File: src/rtl/pdm_decoder.sv
// pdm_decoder: recovers a WIDTH-bit value from a 1-bit PDM stream by counting
// ones over 2^WIDTH enabled samples, with optional exponential smoothing.
`default_nettype none

module pdm_decoder #(
   parameter int WIDTH        = 10,
   parameter int SYNC_STAGES  = 2,
   parameter int SMOOTH_SHIFT = 0
) (
   input  logic             clk,
   input  logic             rst,
   input  logic             clear,
   input  logic             en,
   input  logic             pdm_in,
   output logic [WIDTH-1:0] dout,
   output logic             dout_valid
);

   localparam logic [WIDTH-1:0] CNT_LAST = '1;

   logic s_bit;
   logic s_en;

   generate
      if (SYNC_STAGES == 0) begin : g_nosync
         assign s_bit = pdm_in;
         assign s_en  = en;
      end else begin : g_sync
         logic [SYNC_STAGES-1:0] bit_q;
         logic [SYNC_STAGES-1:0] en_q;

         always_ff @(posedge clk or negedge rst) begin
            if (!rst) begin
               bit_q <= '0;
               en_q  <= '0;
            end else begin
               bit_q[0] <= pdm_in;
               en_q[0]  <= en;
               for (int i = 1; i < SYNC_STAGES; i++) begin
                  bit_q[i] <= bit_q[i-1];
                  en_q[i]  <= en_q[i-1];
               end
            end
         end

         assign s_bit = bit_q[SYNC_STAGES-1];
         assign s_en  = en_q[SYNC_STAGES-1];
      end
   endgenerate

   logic [WIDTH-1:0] cnt_q;
   logic [WIDTH:0]   acc_q;
   logic [WIDTH:0]   raw;
   logic [WIDTH-1:0] result;
   logic [WIDTH-1:0] dout_d;
   logic             close;

   // raw can only reach 2^WIDTH on an all-ones window, so its top bit marks saturation
   assign raw    = acc_q + (WIDTH+1)'(s_bit);
   assign result = raw[WIDTH] ? {WIDTH{1'b1}} : raw[WIDTH-1:0];
   assign close  = s_en && (cnt_q == CNT_LAST);

   generate
      if (SMOOTH_SHIFT == 0) begin : g_nofilt
         assign dout_d = result;
      end else begin : g_filt
         localparam int YW = WIDTH + SMOOTH_SHIFT;

         logic [YW-1:0] yf_q;
         logic [YW-1:0] yf_d;
         logic          primed_q;

         // modular YW-bit arithmetic is exact because the true result always fits
         always_comb begin
            yf_d = {result, {SMOOTH_SHIFT{1'b0}}};
            if (primed_q) begin
               yf_d = yf_q + YW'(result) - (yf_q >> SMOOTH_SHIFT);
            end
         end

         always_ff @(posedge clk or negedge rst) begin
            if (!rst) begin
               yf_q     <= '0;
               primed_q <= 1'b0;
            end else if (clear) begin
               yf_q     <= '0;
               primed_q <= 1'b0;
            end else if (close) begin
               yf_q     <= yf_d;
               primed_q <= 1'b1;
            end
         end

         assign dout_d = yf_d[YW-1:SMOOTH_SHIFT];
      end
   endgenerate

   always_ff @(posedge clk or negedge rst) begin
      if (!rst) begin
         cnt_q      <= '0;
         acc_q      <= '0;
         dout       <= '0;
         dout_valid <= 1'b0;
      end else if (clear) begin
         cnt_q      <= '0;
         acc_q      <= '0;
         dout_valid <= 1'b0;
      end else begin
         dout_valid <= close;
         if (close) begin
            cnt_q <= '0;
            acc_q <= '0;
            dout  <= dout_d;
         end else if (s_en) begin
            cnt_q <= cnt_q + WIDTH'(1);
            acc_q <= raw;
         end
      end
   end

endmodule

`default_nettype wire
File: config.mk
export PLATFORM = sky130hd
export DESIGN_NAME = pdm_decoder
export DESIGN_NICKNAME = d
export VERILOG_FILES = /design/src/rtl/pdm_decoder.sv
export SDC_FILE = /design/constraint.sdc
export NUM_CORES = 1
export LEC_CHECK = 0
export ABC_AREA = 1
export BUFFER_PORTS_ARGS = -buffer_cell sky130_fd_sc_hd__buf_2
export CORE_MARGIN = 3
export CORE_UTILIZATION = 38
export CTS_CLUSTER_DIAMETER = 150
export DETAILED_ROUTE_END_ITERATION = 7
export HOLD_SLACK_MARGIN = 0.06
export PLACE_DENSITY_LB_ADDON = 0.25
export SLEW_MARGIN = 40
export SYNTH_ARGS = -nofsm -noshare
export SYNTH_HDL_FRONTEND = slang
export SYNTH_SLANG_ARGS = --single-unit
export TNS_END_PERCENT = 5
File: constraint.sdc
create_clock -name clk -period 1.9 [get_ports clk]
set_input_delay 0.38 -clock clk [delete_from_list [all_inputs] [get_ports clk]]
set_output_delay 0.38 -clock clk [all_outputs]
set_load 0.005 [all_outputs]
* After elaboration in Yosys (flattened, before gate mapping)
Cells that the tools add are included.
Cells by class: add/subtract/negate cells 2, equal/unequal tests 1, muxes and demuxes 8, bitwise gates (word level) 1, reductions and logical operators 3
Operators by type and width (count):
- $mux 10 | 4
- $mux 11 | 3
- $add 11x1->11 | 1
- $add 10x1->10 const B | 1
- $eq 10x10->1 const B | 1
- $reduce_bool 3->1 | 1
- $reduce_and 2->1 | 1
- $logic_and 1x1->1 | 1
- $mux 1 | 1
- $not 1->1 | 1
Storage, ports and cells: register bits 36, input port bits 5, output and inout bits 11, word-level logic and storage cells 21

* Logic depth before layout (Yosys ltp)
Gate-level depths: netlist (run 1).
depth in word-level cells 4, gate-level depth with buffers 10, mapped depth without buffers 10

* Worst setup path after synthesis (run 1)
Ideal clock, no wire load.
kind flip-flop to flip-flop, start register acc_q[0], end register dout[3], setup time 0.117 ns, arrival 1.305 ns, required time 1.783 ns, path slack 0.478 ns, stages on the path, launching flop included 10, buffers on the path 1, period minus slack after synthesis 1.422 ns, path through dfrtp_1 -> ha_1 -> ha_1 -> nand3_1 -> nand2_1 -> nand2_2 -> buf_6 -> nand2_2 -> nand2_1 -> nand2_1
Between the ends: cells in the longest elaborated chain, start to end 2
RTL lines:
- from (decl) | RTL line 52 | logic [WIDTH:0] acc_q;
- from (signal assigned) | RTL line 116 | acc_q <= raw;
- $add 11x1->11 | RTL line 59 | assign raw = acc_q + (WIDTH+1)'(s_bit);
- $mux 10 | RTL line 60 | assign result = raw[WIDTH] ? {WIDTH{1'b1}} : raw[WIDTH-1:0];
- to (signal assigned) | RTL line 113 | dout <= dout_d;
- to (decl) | RTL line 15 | output logic [WIDTH-1:0] dout,
No other way between the ends. A chain may end at the register's enable or synchronous reset.

* Final worst setup path (run 1)
start register cnt_q[1], end register dout[1]
Between the ends: cells in the longest elaborated chain, start to end 3
RTL lines:
- from (decl) | RTL line 51 | logic [WIDTH-1:0] cnt_q;
- from (signal assigned) | RTL line 115 | cnt_q <= cnt_q + WIDTH'(1);
- $eq 10x10->1 | RTL line 61 | assign close = s_en && (cnt_q == CNT_LAST);
- $logic_and 1x1->1 | RTL line 61
- $reduce_and 2->1 (no line)
No other way between the ends.

==> results by group, run 1 <==
Logic synthesis
  • Post-synth ARST share: 100.0%
  • Post-synth top area share: 48.06%
  • Largest family of logic cells by synthesized area: simple AND/OR/NAND/NOR gates
  • Post-synthesis simple-gate area fraction: 36.52%
  • Number of synthesized flops with an enable pin: 0
  • Flops & latches, synth: 36
  • Library cells used by synthesis: 23
  • Sequential share of the synthesized area: 48.06%
  • Mapped Cells: 246
  • Most common cell in the netlist: nand2_1
  • Post-synthesis adder-cell area fraction: 2.003%
  • Ys flop type: dfrtp_1
  • Xor/xnor share of the synthesized area: 3.271%
  • Synthesized area per cell: about 7.6 um^2
  • Area contributors post-synth: dfrtp_1, nand2_1, inv_1
  • Synth area leader: dfrtp_1
  • Synthesis Warnings: 0
  • Mux contribution to synthesized area: 0%
  • Post-Syn Area: between 0.0015 and 0.002 mm^2
  • Synth Area in Compound Gates: 2.470%
  • Syn_nets: approximately 250
  • Most frequent cells after synthesis: nand2_1, dfrtp_1, inv_1

Setup path
  • Worst R2R Path Depth: 9
  • R2R Setup Slk: about 0.21 ns
  • Required @ worst endpoint: 2.08 ns
  • Critical path endpoint category: register
  • CP max FO: 8
  • WP data arrival: 1.87 ns
  • Critical path class: register to register
  • CP startpoint kind: register

Clock network
  • # hold bufs at CTS: 0
  • # H-tree levels: 2
  • Root buf cell: clkbuf_8
  • Skew-Pair Late Insertion Delay: 0.29 ns
  • CTS tree: done
  • Clock sink count: 36
  • CTS Buffer Depth: 2
  • CTS Buf Count: 5
  • Post-CTS Setup Inserts: 0
  • Clock transition at path regs: about 0.070 ns
  • Post_cts resized: 0

STA
  • Crit path time final: 1.685 ns
  • Unrepaired setup endpoints after global routing: no
  • Max Freq: 0.5934 GHz
  • Slew of the pin with the lowest slew margin: 0.4426 ns
  • Period utilisation layout: 88.70%
  • Worst Skew: between 0.009 and 0.01 ns
  • Hold Fails Final Rpt: 0
  • Final TNS setup: 0 ns
  • Slew HR: 70.50%
  • Endpoints failing setup: 0
  • Setup WS post-layout: roughly 0.21 ns
  • Final hold slack: around 0.12 ns
  • Pins Over Slew Limit: 0

Global routing
  • Total overflow reported by the global router: 0
  • Vias in the first global route: about 1.4k
  • First-pass GRT wire length: 6.479 mm
  • Largest net degree at the start of global routing: 37
  • Initial antenna violation count: 0
  • GRT Total Usage: approximately 14%

Route
  • Total routed wirelength: 3.492 mm
  • Vias post-DR: 1,474
  • Routed Antenna Nets: 0
  • Wire length per cell: 10.46 um
  • Drt first-iter violations: 82
  • First drt pass iteration count: 4
  • DRC Markers: 0
  • Via density: 4.413

Cells and area
  • Nets: 276
  • Filler cells: 482
  • Final cell count without fillers: 334
  • P&R area growth vs syn: 14.09%
  • Final Cell Area: 0.002138 mm^2
  • Ant. Diodes: 0
  • Share of cells above drive strength 1: between 10% and 20%

Place
  • Placed cell count: 326
  • Worst slack, placed: 0.2120 ns
  • Input/output buffers: 15
  • Placed instance area: 0.002031 mm^2
  • RePlAce Congestion: 0.8575
  • Post-DP HPWL: 2.570 mm

Die
  • Die Area: roughly 0.0058 mm^2
  • I/O pin cnt: 16
  • Die H: roughly 76 um
  • Row count: 24
  • Die width: 76.23 um
  • Initial Util: 41.06%
  • Core area: approximately 0.0046 mm^2

Run
  • Max Cap Viol: 0

Power
  • Cell Pwr Density: approximately 700 mW/mm^2
  • Leak: 1.240 nW
  • Worst vdd ir: about 440 uV

Status
  • Outcome: finished clean

Hold path
  • Worst Hold Class: primary input to async pin
state kept, by name, indices dropped and copies added (netlist names):
register,cells
g_sync.bit_q,2
dout_valid,1
acc_q,11
cnt_q,10
dout,10
g_sync.en_q,2
where the power goes:
group	total, mW	internal [mW]	leakage, nW	switching, mW
Sequential	0.784	0.777	0.492	0.00785
Combinational	0.0647	0.0201	0.693	0.0446
Clock	0.659	0.389	0.0552	0.269
Total	1.51	1.19	1.24	0.322
worst max-delay path, stage by stage (launching register included):
cell and delay (ns):
dfrtp_1 0.38, ha_1 0.19, nand2_2 0.10, nor2_1 0.13, nand2_1 0.07, nor2_1 0.08
nand3_1 0.27, buf_4 0.26, nand2_1 0.05, nand2_1 0.05
per-stage QoR:
stage	utilization [%]	power, mW
after global routing	46.85	1.586
final	46.85	1.508
after detailed placement	44.49	0.8669
after global placement	44.49	0.8669
after CTS	46.85	1.542
after floorplan	-	0.8325
routing by layer:
layer  part of all wire [%]  global-route usage [%]  up-vias
met3                    4.6                   4.492        4
met5                      0                       0        -
met4                    1.5                   5.254        0
li1                       -                       -      787
met1                     52                   18.56      657
met2                     42                   20.91       26
worst paths after layout:
path / from / endpoint
max: cnt_q[1]$_DFFE_PN0P_ / dout[1]$_DFFE_PN0P_
min: rst / acc_q[10]$_DFFE_PN0P_
max reg2reg: cnt_q[1]$_DFFE_PN0P_ / dout[1]$_DFFE_PN0P_
min reg2reg: g_sync.bit_q[0]$_DFF_PN0_ / g_sync.bit_q[1]$_DFF_PN0_
max in group asynchronous: rst / acc_q[4]$_DFFE_PN0P_
min in group clk: pdm_in / g_sync.bit_q[0]$_DFF_PN0_
layout by cell type (no fill, tap or decap):
master / instances
nor2_1: 15
buf_4: 4
inv_2: 4
xnor2_1: 2
ha_1: 3
clkbuf_1: 1
clkinv_2: 2
clkbuf_8: 5
nand3_1: 11
nand2_2: 13
inv_1: 25
a21o_1: 1
o21ai_0: 2
nor2_4: 2
dfrtp_1: 36
a21o_2: 1
nand2_1: 105
buf_2: 15
nand4_1: 4
a21oi_1: 4
nor2_2: 3
nand2_4: 1
nor3_1: 4
xor2_1: 5
bufinv_16: 1
cells by family (layout without fill, tap and decap cells):
group / after synthesis / in the layout
compound gates: 8 / 8
xor+xnor: 7 / 7
flops: 36 / 36
buf+inv: 34 / 57
simple gates: 158 / 158
fa+ha+maj: 3 / 3
area by class of cell:
type	count	area (um^2)	share of cell area, %
inverter	30	113.9	5.325
clock buffer	6	72.57	3.394
sequential	36	900.9	42.13
multi-input combinational	176	829.5	38.79
tap	65	81.33	3.803
timing repair buffer	19	105.1	4.915
clock inverter	2	35.03	1.638
Note: power is estimated with default switching activity, not from simulation.
==> run 2, diff against run 1 <==
- clock period: 1.9 -> 2.15 ns (I/O delays scaled with it)
==> results by group, run 2 (synthesized netlist as in run 1, its figures left out) <==
Status
  • Outcome: finished clean

STA
  • Pins Over Slew Limit: 0 (unchanged)
  • Slew of the pin with the lowest slew margin: 0.4546 ns (+0.01205 ns)
  • Crit path time final: 1.742 ns (+0.05676 ns)
  • Setup WS post-layout: 0.4079 ns (+0.1932 ns)
  • Endpoints failing setup: 0 (unchanged)
  • Hold Fails Final Rpt: 0 (unchanged)
  • Slew HR: 69.61% (-0.89 points)
  • Worst Skew: 0.005701 ns (-0.004021 ns)
  • Unrepaired setup endpoints after global routing: no
  • Final hold slack: 0.09232 ns (-0.02810 ns)
  • Final TNS setup: 0 ns (unchanged)
  • Max Freq: 0.5740 GHz (-3.3%)
  • Period utilisation layout: 81.03% (-7.7 points)

Cells and area
  • Multi-input logic area: 829.5 um^2 (unchanged)
  • Max reg flops: 11 (unchanged)
  • Biggest regs: acc_q x11, cnt_q x10, dout x10
  • Final Cell Area: 0.002096 mm^2 (-2.0%)
  • Final cell count without fillers: 331 (-0.90%)
  • Share of cells above drive strength 1: 18.05% (-0.91 points)
  • Filler cells: 460 (-4.6%)
  • P&R area growth vs syn: 11.82%
  • Fin util: 45.92% (-0.93 points)
  • Seq. cell area: 900.9 um^2 (unchanged)
  • Ant. Diodes: 0 (unchanged)
  • Most flop-heavy register: acc_q
  • Commonest non-fill, non-tap cells in the layout: nand2_1, dfrtp_1, inv_1
  • Nets: 274 (-0.72%)
  • Commonest non-fill, non-tap cell in the layout: nand2_1

Setup path
  • Critical path class: register to register
  • R2R Setup Slk: 0.41 ns (+0.19 ns)
  • Slowest Stage Delay on Critical Path: 0.40 ns (+0.02 ns)
  • Slowest stage cell on the critical path: dfrtp_1
  • CP max FO: 11 (+3)
  • Critical R2R Launch: cnt_q[0]$_DFFE_PN0P_
  • Critical path endpoint category: register
  • CP cell instances: ha_1 > nand2_2 > nor2_1 > nand2_1 > nor2_1 > nand3_1 > clkinv_2 > nand2_1 > nand2_1
  • Bufs and invs on worst path: 1 (unchanged)
  • Delay-heaviest family, CP: simple AND/OR/NAND/NOR gates
  • Worst R2R Path Depth: 9 (unchanged)
  • Required @ worst endpoint: 2.32 ns (+0.24 ns)
  • CP most frequent cell: nand2_1
  • CP startpoint kind: register
  • WP data arrival: 1.92 ns (+0.05 ns)
  • Reg-to-Reg End: dout[5]$_DFFE_PN0P_

Die
  • Row count: 24 (unchanged)
  • Core area: 0.004564 mm^2 (unchanged)
  • Die width: 76.23 um (unchanged)
  • Die H: 76.23 um (unchanged)
  • Initial Util: 41.06% (unchanged)
  • I/O pin cnt: 16 (unchanged)
  • Die Area: 0.005811 mm^2 (unchanged)

Place
  • Post-DP HPWL: 2.684 mm (+4.5%)
  • Worst slack, placed: 0.4147 ns (+0.2027 ns)
  • Placed cell count: 324 (-0.61%)
  • Input/output buffers: 15 (unchanged)
  • RePlAce Congestion: 0.9138 (+6.6%)
  • Placed instance area: 0.002016 mm^2 (-0.74%)

Route
  • Routed Antenna Nets: 0 (unchanged)
  • Wire length per cell: 11.09 um (+6.1%)
  • Via density: 4.607 (+4.4%)
  • DRC Markers: 0 (unchanged)
  • Total routed wirelength: 3.672 mm (+5.2%)
  • Drt first-iter violations: 62 (-24%)
  • Vias post-DR: 1,525 (+3.5%)
  • First drt pass iteration count: 4 (unchanged)

Global routing
  • Total overflow reported by the global router: 0 (unchanged)
  • First-pass GRT wire length: 6.596 mm (+1.8%)
  • Initial antenna violation count: 0 (unchanged)
  • Vias in the first global route: 1,478 (+5.3%)
  • Largest net degree at the start of global routing: 37 (unchanged)
  • GRT Total Usage: 13.97% (+0.079 points)

Hold path
  • Worst Hold Class: primary input to async pin

Power
  • Cell Pwr Density: 576.8 mW/mm^2 (-18%)
  • Worst vdd ir: 355.0 uV (-20%)
  • Design Power: 1.209 mW (-20%)
  • Leak: 1.218 nW (-1.8%)

Clock network
  • # H-tree levels: 2 (unchanged)
  • Post_cts resized: 0 (unchanged)
  • Root buf cell: clkbuf_8
  • CTS Buffer Depth: 2 (unchanged)
  • Skew-Pair Late Insertion Delay: 0.29 ns (about the same)
  • CTS Buf Count: 5 (unchanged)
  • Post-CTS Setup Inserts: 0 (unchanged)
  • Clock transition at path regs: 0.07 ns (about the same)
  • Clock sink count: 36 (unchanged)
  • # hold bufs at CTS: 0 (unchanged)
  • CTS tree: done

Run
  • Max Cap Viol: 0 (unchanged)
[run 2: changes by cell type in the layout (fill, tap and decap cells not counted)]
| cell | previous run | this run |
|---|---|---|
| buf_4 | 4 | 3 |
| bufinv_16 | 1 | 0 |
| buf_2 | 15 | 14 |
[run 2: power by group]
group	switching, mW	leakage (nW)	internal (mW)
clock	0.239	0.0410	0.220
sequential	0.00693	0.492	0.686
combinational	0.0396	0.685	0.0172
[run 2: worst max-delay path by stage]
stage / startpoint / to / slack, ns / depth (start not counted)
floorplan: acc_q[0]$_DFFE_PN0P_ / dout[3]$_DFFE_PN0P_ / 0.73 / 9
global placement: cnt_q[0]$_DFFE_PN0P_ / dout[1]$_DFFE_PN0P_ / 0.44 / 9
detailed placement: cnt_q[0]$_DFFE_PN0P_ / dout[8]$_DFFE_PN0P_ / 0.41 / 9
CTS: cnt_q[0]$_DFFE_PN0P_ / dout[8]$_DFFE_PN0P_ / 0.41 / 9
global route: cnt_q[0]$_DFFE_PN0P_ / dout[4]$_DFFE_PN0P_ / 0.21 / 9
finish: cnt_q[0]$_DFFE_PN0P_ / dout[5]$_DFFE_PN0P_ / 0.41 / 9
[run 2: cell type report]
cell class	instances	share of cell area [%]
multi-input combinational	176	39.58
clock buffer	6	3.463
sequential	36	42.99
clock inverter	1	0.2388
timing repair buffer	17	4.418
tap	65	3.881
inverter	30	5.433
[run 2: routing by layer]
| metal | track usage (%) | part of all wire (%) | vias up |
|---|---|---|---|
| li1 | - | - | 784 |
| met1 | 17.75 | 48 | 696 |
| met2 | 22.58 | 46 | 39 |
| met3 | 3.310 | 5.1 | 6 |
| met4 | 6.159 | 1.6 | 0 |
| met5 | 0 | 0 | - |
